--- config.mk ---
export PLATFORM = sky130hd
export DESIGN_NAME = mutex_lock_agent
export DESIGN_NICKNAME = d
export VERILOG_FILES = /design/src/rtl/mutex_lock_agent.sv
export SDC_FILE = /design/constraint.sdc
export NUM_CORES = 1
export LEC_CHECK = 0
export ABC_AREA = 1
export CORE_MARGIN = 2
export CORE_UTILIZATION = 30
export CTS_CLUSTER_DIAMETER = 50
export CTS_CLUSTER_SIZE = 12
export DETAILED_ROUTE_END_ITERATION = 8
export PLACE_DENSITY_LB_ADDON = 0.08
export SETUP_SLACK_MARGIN = 0.05
export SKIP_CTS_REPAIR_TIMING = 1
export SYNTH_ARGS = -nofsm -noshare
export SYNTH_HDL_FRONTEND = slang
export SYNTH_SLANG_ARGS = --single-unit
--- constraint.sdc ---
create_clock -name clk -period 2.6 [get_ports clk]
set_input_delay 0.52 -clock clk [delete_from_list [all_inputs] [get_ports clk]]
set_output_delay 0.52 -clock clk [all_outputs]
set_load 0.02 [all_outputs]
--- src/rtl/mutex_lock_agent.sv ---
// Acquires and releases one Avalon hardware mutex for a non-CPU client using
// the write-then-readback lock protocol with fixed backoff and optional retry limit.
module mutex_lock_agent #(
    parameter logic [15:0] OWNER_ID       = 16'h0001,
    parameter logic [15:0] LOCK_VALUE     = 16'h0001,
    parameter int unsigned BACKOFF_CYCLES = 16,
    parameter int unsigned MAX_RETRIES    = 0
) (
    input  logic        clk,
    input  logic        reset_n,
    input  logic        lock_req,
    input  logic        unlock_req,
    input  logic        abort,
    output logic        granted,
    output logic        busy,
    output logic        lock_fail,
    output logic        unlock_done,
    output logic [7:0]  retry_count,
    output logic        m_address,
    output logic        m_chipselect,
    output logic        m_read,
    output logic        m_write,
    output logic [31:0] m_writedata,
    input  logic [31:0] m_readdata
);

    typedef enum logic [2:0] {
        IDLE,
        LOCK_WR,
        LOCK_RD,
        BACKOFF,
        HELD,
        UNLOCK_WR
    } state_t;

    localparam logic [31:0] LOCK_WORD    = {OWNER_ID, LOCK_VALUE};
    localparam logic [31:0] FREE_WORD    = {OWNER_ID, 16'h0000};
    localparam logic [15:0] BACKOFF_LOAD = 16'(BACKOFF_CYCLES - 1);
    localparam logic [8:0]  RETRY_LIMIT  = 9'(MAX_RETRIES);

    state_t      state;
    logic [15:0] backoff_cnt;
    logic        readback_ok;
    logic        limit_hit;

    assign readback_ok = (m_readdata == LOCK_WORD);
    // 9-bit compare so a limit of 255 is reachable without wrapping
    assign limit_hit   = (RETRY_LIMIT != 9'd0) &&
                         (({1'b0, retry_count} + 9'd1) == RETRY_LIMIT);

    always_ff @(posedge clk or negedge reset_n) begin
        if (!reset_n) begin
            state       <= IDLE;
            backoff_cnt <= '0;
            retry_count <= '0;
            lock_fail   <= 1'b0;
            unlock_done <= 1'b0;
        end else begin
            lock_fail   <= 1'b0;
            unlock_done <= 1'b0;
            case (state)
                IDLE: begin
                    if (lock_req) begin
                        state       <= LOCK_WR;
                        retry_count <= '0;
                    end
                end
                LOCK_WR: begin
                    state <= abort ? IDLE : LOCK_RD;
                end
                LOCK_RD: begin
                    // A matching readback wins over abort so ownership is never orphaned
                    if (readback_ok) begin
                        state <= HELD;
                    end else if (abort) begin
                        state <= IDLE;
                    end else begin
                        if (retry_count != '1) begin
                            retry_count <= retry_count + 8'd1;
                        end
                        if (limit_hit) begin
                            state     <= IDLE;
                            lock_fail <= 1'b1;
                        end else begin
                            state       <= BACKOFF;
                            backoff_cnt <= BACKOFF_LOAD;
                        end
                    end
                end
                BACKOFF: begin
                    if (abort) begin
                        state <= IDLE;
                    end else if (backoff_cnt == '0) begin
                        state <= LOCK_WR;
                    end else begin
                        backoff_cnt <= backoff_cnt - 16'd1;
                    end
                end
                HELD: begin
                    if (unlock_req) begin
                        state <= UNLOCK_WR;
                    end
                end
                UNLOCK_WR: begin
                    state       <= IDLE;
                    unlock_done <= 1'b1;
                end
                default: state <= IDLE;
            endcase
        end
    end

    assign m_address = 1'b0;

    always_comb begin
        granted      = 1'b0;
        busy         = 1'b0;
        m_chipselect = 1'b0;
        m_read       = 1'b0;
        m_write      = 1'b0;
        m_writedata  = '0;
        case (state)
            LOCK_WR: begin
                busy         = 1'b1;
                m_chipselect = 1'b1;
                m_write      = 1'b1;
                m_writedata  = LOCK_WORD;
            end
            LOCK_RD: begin
                busy         = 1'b1;
                m_chipselect = 1'b1;
                m_read       = 1'b1;
            end
            BACKOFF: busy = 1'b1;
            HELD:    granted = 1'b1;
            UNLOCK_WR: begin
                busy         = 1'b1;
                m_chipselect = 1'b1;
                m_write      = 1'b1;
                m_writedata  = FREE_WORD;
            end
            default: ;
        endcase
    end

endmodule

==> metrics.txt, run 1 <==
outcome=finished clean; Chip Height=93.5 µm; cell taking the most area after synthesis=dfrtp_1; Antenna Nets Post-Route=0; Worst EP required=approximately 2.1 ns; Synth Flop Type=dfrtp_1; Setup CP Type=flip-flop to primary output; die boundary width=slightly above 90 µm; clk slew on worst S/H paths=approximately 0.10 ns; Area Growth Syn to Fin=22.0%; Mapped Area=2400 µm²; Post-synth ARST share=1.00; Core Box Area=approximately 7700 µm²; # placed instances=509; DRC violations left=0; Pwr Density=about 580 nW/µm²; CP arrival=about 1.8 ns; reported max-cap violation count=0; cell row count=32; first-pass GRT wire length=9.09 mm; Avg WL per Cell=slightly above 10 µm; sequential area share after synthesis=0.292; later-pin clock latency in the skew report=between 0.2 and 0.3 ns; Synth top area share=0.292; port bufs=52; Achievable Freq=around 430 MHz; Distinct cells, synth=31; RSZ-0062 raised after global routing=false; Slew Viols, Final=0; Hold WC Path Type=flip-flop to flip-flop; cells after synthesis=360; DR pass1 iterations=4; Initial Utilization=0.311; total die area=just under 9000 µm²; nature of the critical path endpoint=primary output; vias per cell=4.14; crit path time final=between 2 and 2.5 ns; Setup crit start kind=flip-flop; # nets final=about 450; final-report setup violation count=0; number of synthesized flops with an enable pin=0; clk buf depth=2; H-tree depth=1; CTS tree=yes; routed wire length=around 5.2 mm; CTS Buf Count=3; vias in the first global route=about 2k; synth warn=0; Post-Syn Area per Cell=~6.7 µm²; Top Ports=85; Layout Cells excl Fill=between 500 and 600; Area contributors post-synth=dfrtp_1 (29%), nand2_1 (15%), buf_4 (10%); Num Clock Sinks=28; TNS Setup=0 ns; layout cells sized above 1=0.114; Vias=~2.1k; post-route clock period utilization=0.885; initial antenna violation count=0; Leak=1.51 nW; synthesis-stage register bit count=28; placed wire-length estimate=approximately 4.1 mm; largest net degree at the start of global routing=31; DRT iter0 DRCs=86; gr usage total=0.128; top-count cell post-synth=nand2_1; Ant. Diodes=0; Hold Violations, Final=0; Worst Path Max Fanout=5; Peak VDD IR=~190 µV; Commonest cells post-synth=nand2_1 (94), nor2_1 (57), inv_1 (50), buf_4 (33), dfrtp_1 (28); Worst Skew=between 0.008 and 0.009 ns; placer congestion estimate=just over 0.8; delay of the slowest critical-path stage=about 0.63 ns; GRT overflow=0; CP max-delay cell=clkdlybuf4s50_1; crit-path cells=inv_1, nor2_1, inv_1, nor2_1, clkdlybuf4s50_1; clk root buf=clkbuf_8
-- worst max-delay path, delay by kind of cell (launching register included) --
kind | cells | cell delay (ns)
buffers and inverters | 3 | 0.79
DFF | 1 | 0.44
and+or+nand+nor | 2 | 0.28
-- final cells by class --
type	count	area (µm²)
Multi-Input combinational cell	272	1310
Fill cell	842	4800
Tap cell	102	128
Clock buffer	4	55.1
Timing Repair Buffer	54	538
Sequential cell	28	702
Inverter	53	199
-- flip-flops by register name (all words and copies together) (netlist names) --
signal	flops
retry_count	8
state	3
backoff_cnt	16
unlock_done	1
-- through the flow --
stage          utilization  power (mW)  hold WS [ns]  instance area [µm²]  setup slack (ns)
2_1_floorplan            -        1.23         0.224                 2520             0.472
4_1_cts              0.379        1.75         0.491                 2930             0.119
5_1_grt              0.379        1.87         0.529                 2930             0.162
3_3_place_gp         0.372        1.45         0.472                 2870             0.454
3_5_place_dp         0.372        1.45         0.472                 2870             0.429
6_report             0.379        1.71         0.483                 2930             0.299
-- cells by family after synthesis --
logic type | after synthesis | share of synthesized area
simple gates | 214 | 0.400
buf+inv | 91 | 0.212
flops | 28 | 0.292
compound gates | 21 | 0.0724
fa+ha+maj | 3 | 0.0156
xor+xnor | 2 | 0.00730
other cells | 1 | 0.00156
-- layout by cell type, fill, tap and decap left out, types with 3 or more instances in the layout --
master,count
nand3_1,27
inv_2,3
or2_2,5
clkdlybuf4s50_1,51
clkbuf_8,4
nand4_1,11
dfrtp_1,27
nor2_1,57
o21ai_2,14
nand2_2,10
nand2_1,94
ha_1,3
conb_1,32
inv_1,50
-- power by group --
group | leakage (nW) | total (mW) | internal [mW] | switching (mW)
combinational | 1.11 | 0.869 | 0.320 | 0.549
sequential | 0.375 | 0.559 | 0.491 | 0.0674
clock | 0.0288 | 0.278 | 0.136 | 0.143
total | 1.51 | 1.71 | 0.947 | 0.759
-- metal layers --
| layer | wire [µm] | track usage |
|---|---|---|
| met5 | 0 | 0 |
| met4 | 49 | 0.0294 |
| met3 | 204 | 0.0161 |
| met2 | 2430 | 0.221 |
| met1 | 2530 | 0.168 |
-- worst paths after layout --
path                                             from  slack [ns]                     endpoint  cells after the start
min                        backoff_cnt[0]$_DFFE_PN0P_        0.48   backoff_cnt[0]$_DFFE_PN0P_                      1
min reg2reg                backoff_cnt[0]$_DFFE_PN0P_        0.48   backoff_cnt[0]$_DFFE_PN0P_                      1
max reg2reg                backoff_cnt[0]$_DFFE_PN0P_        0.83  backoff_cnt[15]$_DFFE_PN0P_                     10
max in group asynchronous                     reset_n        1.65         state[0]$_DFFE_PN0P_                      2
min in group asynchronous                     reset_n        0.63   retry_count[6]$_DFFE_PN0P_                      2
max                              state[0]$_DFFE_PN0P_        0.30               m_writedata[0]                      5
Power figures use the tool's default switching activity.
==> inputs of run 2 (changes only) <==
- CTS_BUF_LIST: unset -> sky130_fd_sc_hd__clkbuf_8 sky130_fd_sc_hd__clkbuf_16
==> results of run 2 <==
Same layout as run 1: the final DEF is identical, and so are final timing and power.
==> variant (config.mk and constraints of run 1) <==
Re-encode `state_t` (6 states) as Gray code, 3 bits wide.
--- a/src/rtl/mutex_lock_agent.sv
+++ b/src/rtl/mutex_lock_agent.sv
@@ -27,8 +27,8 @@
     typedef enum logic [2:0] {
-        IDLE,
-        LOCK_WR,
-        LOCK_RD,
-        BACKOFF,
-        HELD,
-        UNLOCK_WR
+        IDLE      = 3'b000,
+        LOCK_WR   = 3'b001,
+        LOCK_RD   = 3'b011,
+        BACKOFF   = 3'b010,
+        HELD      = 3'b110,
+        UNLOCK_WR = 3'b111
     } state_t;
Behaviour: same outputs for any inputs over 10 cycles, from zero or initial values and one cycle with reset_n low; not proved beyond that.
==> variant against run 1 <==
Setup slack got worse by 0.014 ns; synthesized cell count up 4.4%; critical path depth is 1 lower; critical path type unchanged; wire length rose by 9.5%; total power rose by 14%; area after synthesis grew 0.16%; sequential cell count did not move; final area up 1.4%.
==> variant: results (changes against run 1) <==
stage,metric,value,unit,change
finish,diodes,0,,unchanged
worst_hold_path,hold_depth,1,,unchanged
worst_setup_path,worstPathArrival,1.80,ns,was 1.78 ns
grt,grt_pass1_wl,9740,µm,was 9090 µm
finish,largestRegisters,"backoff_cnt: 16 flops, retry_count: 8 flops, state: 3 flops",,unchanged
finish,final_nets,469,,was 452
synthesis,ys_top_cells_by_area,"dfrtp_1 29%, nand2_1 16%, nor2_1 12%, buf_4 10%, inv_1 5.8%",,"was dfrtp_1 29%, nand2_1 15%, buf_4 10%, nor2_1 8.9%, inv_1 7.8%"
synthesis,synthTopCellsByCount,"104 x nand2_1, 80 x nor2_1, 37 x inv_1",,"was 94 x nand2_1, 57 x nor2_1, 50 x inv_1"
placed_design,dp.cells,526,,was 509
routing,drt_first_pass_iters,5,,was 4
worst_hold_path,hold_class,reg -> reg,,unchanged
worst_setup_path,ff2ff_path_depth,12,,was 10
synthesis,synth_ff_type,dfrtp_1,,unchanged
power_and_ir_drop,peakVddDrop,0.344,mV,was 0.192 mV
grt,grt_pass1_vias,2018,,was 1996
synthesis,seq_area_frac_synth,0.291,,was 0.292
routing,routed_wl,5710,µm,was 5210 µm
routing,drc,0,,unchanged
clock_tree,cts_max_level,1,,unchanged
worst_setup_path,crit_path_max_fanout,3,,was 5
placed_design,finalWeightedCongestion,0.757,,was 0.815
clock_tree,root_buffer,clkbuf_8,,unchanged
worst_setup_path,critPathLaunch,state[2],,was state[0]
worst_setup_path,crit_end,m_writedata[16],,was m_writedata[0]
clock_tree,cts_buffers,3,,unchanged
clock_tree,clock_latency,0.28,ns,about the same
power_and_ir_drop,total_leakage_power,1.46,nW,was 1.51 nW
placed_design,hpwl,4510,µm,was 4080 µm
finish,final_layout_size_suffix_gt1_frac,0.0654,,was 0.114
synthesis,yosysWarningCount,0,,unchanged
synthesis,async_reset_ff_frac,1.00,,unchanged
power_and_ir_drop,p_int,0.00108,W,was 0.000947 W
clock_tree,path_clk_slew,0.10,ns,about the same
grt,grt_usage,0.138,,was 0.128
synthesis,yosysUniqueCellTypes,33,,was 31
sta,finalClockSkew,0.00625,ns,was 0.00849 ns
worst_setup_path,rrSetupSlack,0.81,ns,was 0.83 ns
placed_design,port-buffer-count,52,,unchanged
routing,drt-initial-drc-count,72,,was 86
routing,vias,2267,,was 2124
status,status,"finished, final reports clean",,unchanged
routing,via_per_inst,4.28,,was 4.14
worst_setup_path,r2r-start,backoff_cnt[0],,unchanged
synthesis,syn_inst,376,,was 360
grt,antenna_found_initial,0,,unchanged
worst_setup_path,r2r-end,backoff_cnt[7],,was backoff_cnt[15]
clock_tree,clockBufferDepth,2,,unchanged
grt,grt_max_degree,29,,was 31
finish,fillers,835,,was 842
==> variant: power groups by stage <==
stage	combinational (W)	sequential, W	clock (W)
finish	0.00101	0.000576	0.000358
global placement	0.00102	0.000584	0
floorplan	0.000760	0.000576	0
global route	0.00115	0.000589	0.000387
CTS	0.00103	0.000575	0.000371
detailed placement	0.00103	0.000584	0
==> variant: stage by stage <==
step	instance area [µm²]	worst slack, ns
global placement	2900	0.398
detailed placement	2900	0.379
finish	2970	0.284
floorplan	2520	0.783
CTS	2970	0.266
global route	2970	0.185
==> variant: worst max-delay path, stage by stage (launching register included) <==
cell             delay, ns
dfrtp_1               0.44
nor2_1                0.17
nand2_1               0.11
o21ai_0               0.14
clkdlybuf4s50_1       0.66
==> variant: final cells by class <==
class | instances | share of cell area
multi-input cells | 303 | 0.469
well taps | 102 | 0.0430
inverters | 40 | 0.0505
repair buffers | 53 | 0.178
clock buffers | 3 | 0.0139
clock inverters | 1 | 0.0101
flip-flops and latches | 28 | 0.236
==> variant: cell families (layout without fill, tap and decap cells) <==
group,count (synthesis),after routing,synth area share
compound gates,15,15,0.0421
xor+xnor,6,6,0.0219
fa+ha+maj,3,3,0.0156
buf+inv,76,97,0.178
flops,28,28,0.291
other cells,1,32,0.00156
simple gates,247,247,0.450
==> variant: routing by layer <==
metal / part of all wire / GRT usage / vias to the layer above / wire length (µm)
met5: 0 / 0 / - / 0
met4: 0.0067 / 0.0362 / 0 / 38
met2: 0.47 / 0.228 / 51 / 2670
li1: - / - / 1209 / -
met3: 0.032 / 0.0145 / 2 / 184
met1: 0.49 / 0.192 / 1005 / 2820
==> variant: how the worst min path moves through the flow <==
stage	start	to	slack (ns)
after floorplan	reset_n	backoff_cnt[0]	0.22
after global placement	backoff_cnt[0]	backoff_cnt[0]	0.47
after detailed placement	backoff_cnt[0]	backoff_cnt[0]	0.47
after CTS	backoff_cnt[0]	backoff_cnt[0]	0.49
after global routing	backoff_cnt[0]	backoff_cnt[0]	0.52
final	backoff_cnt[0]	backoff_cnt[0]	0.48
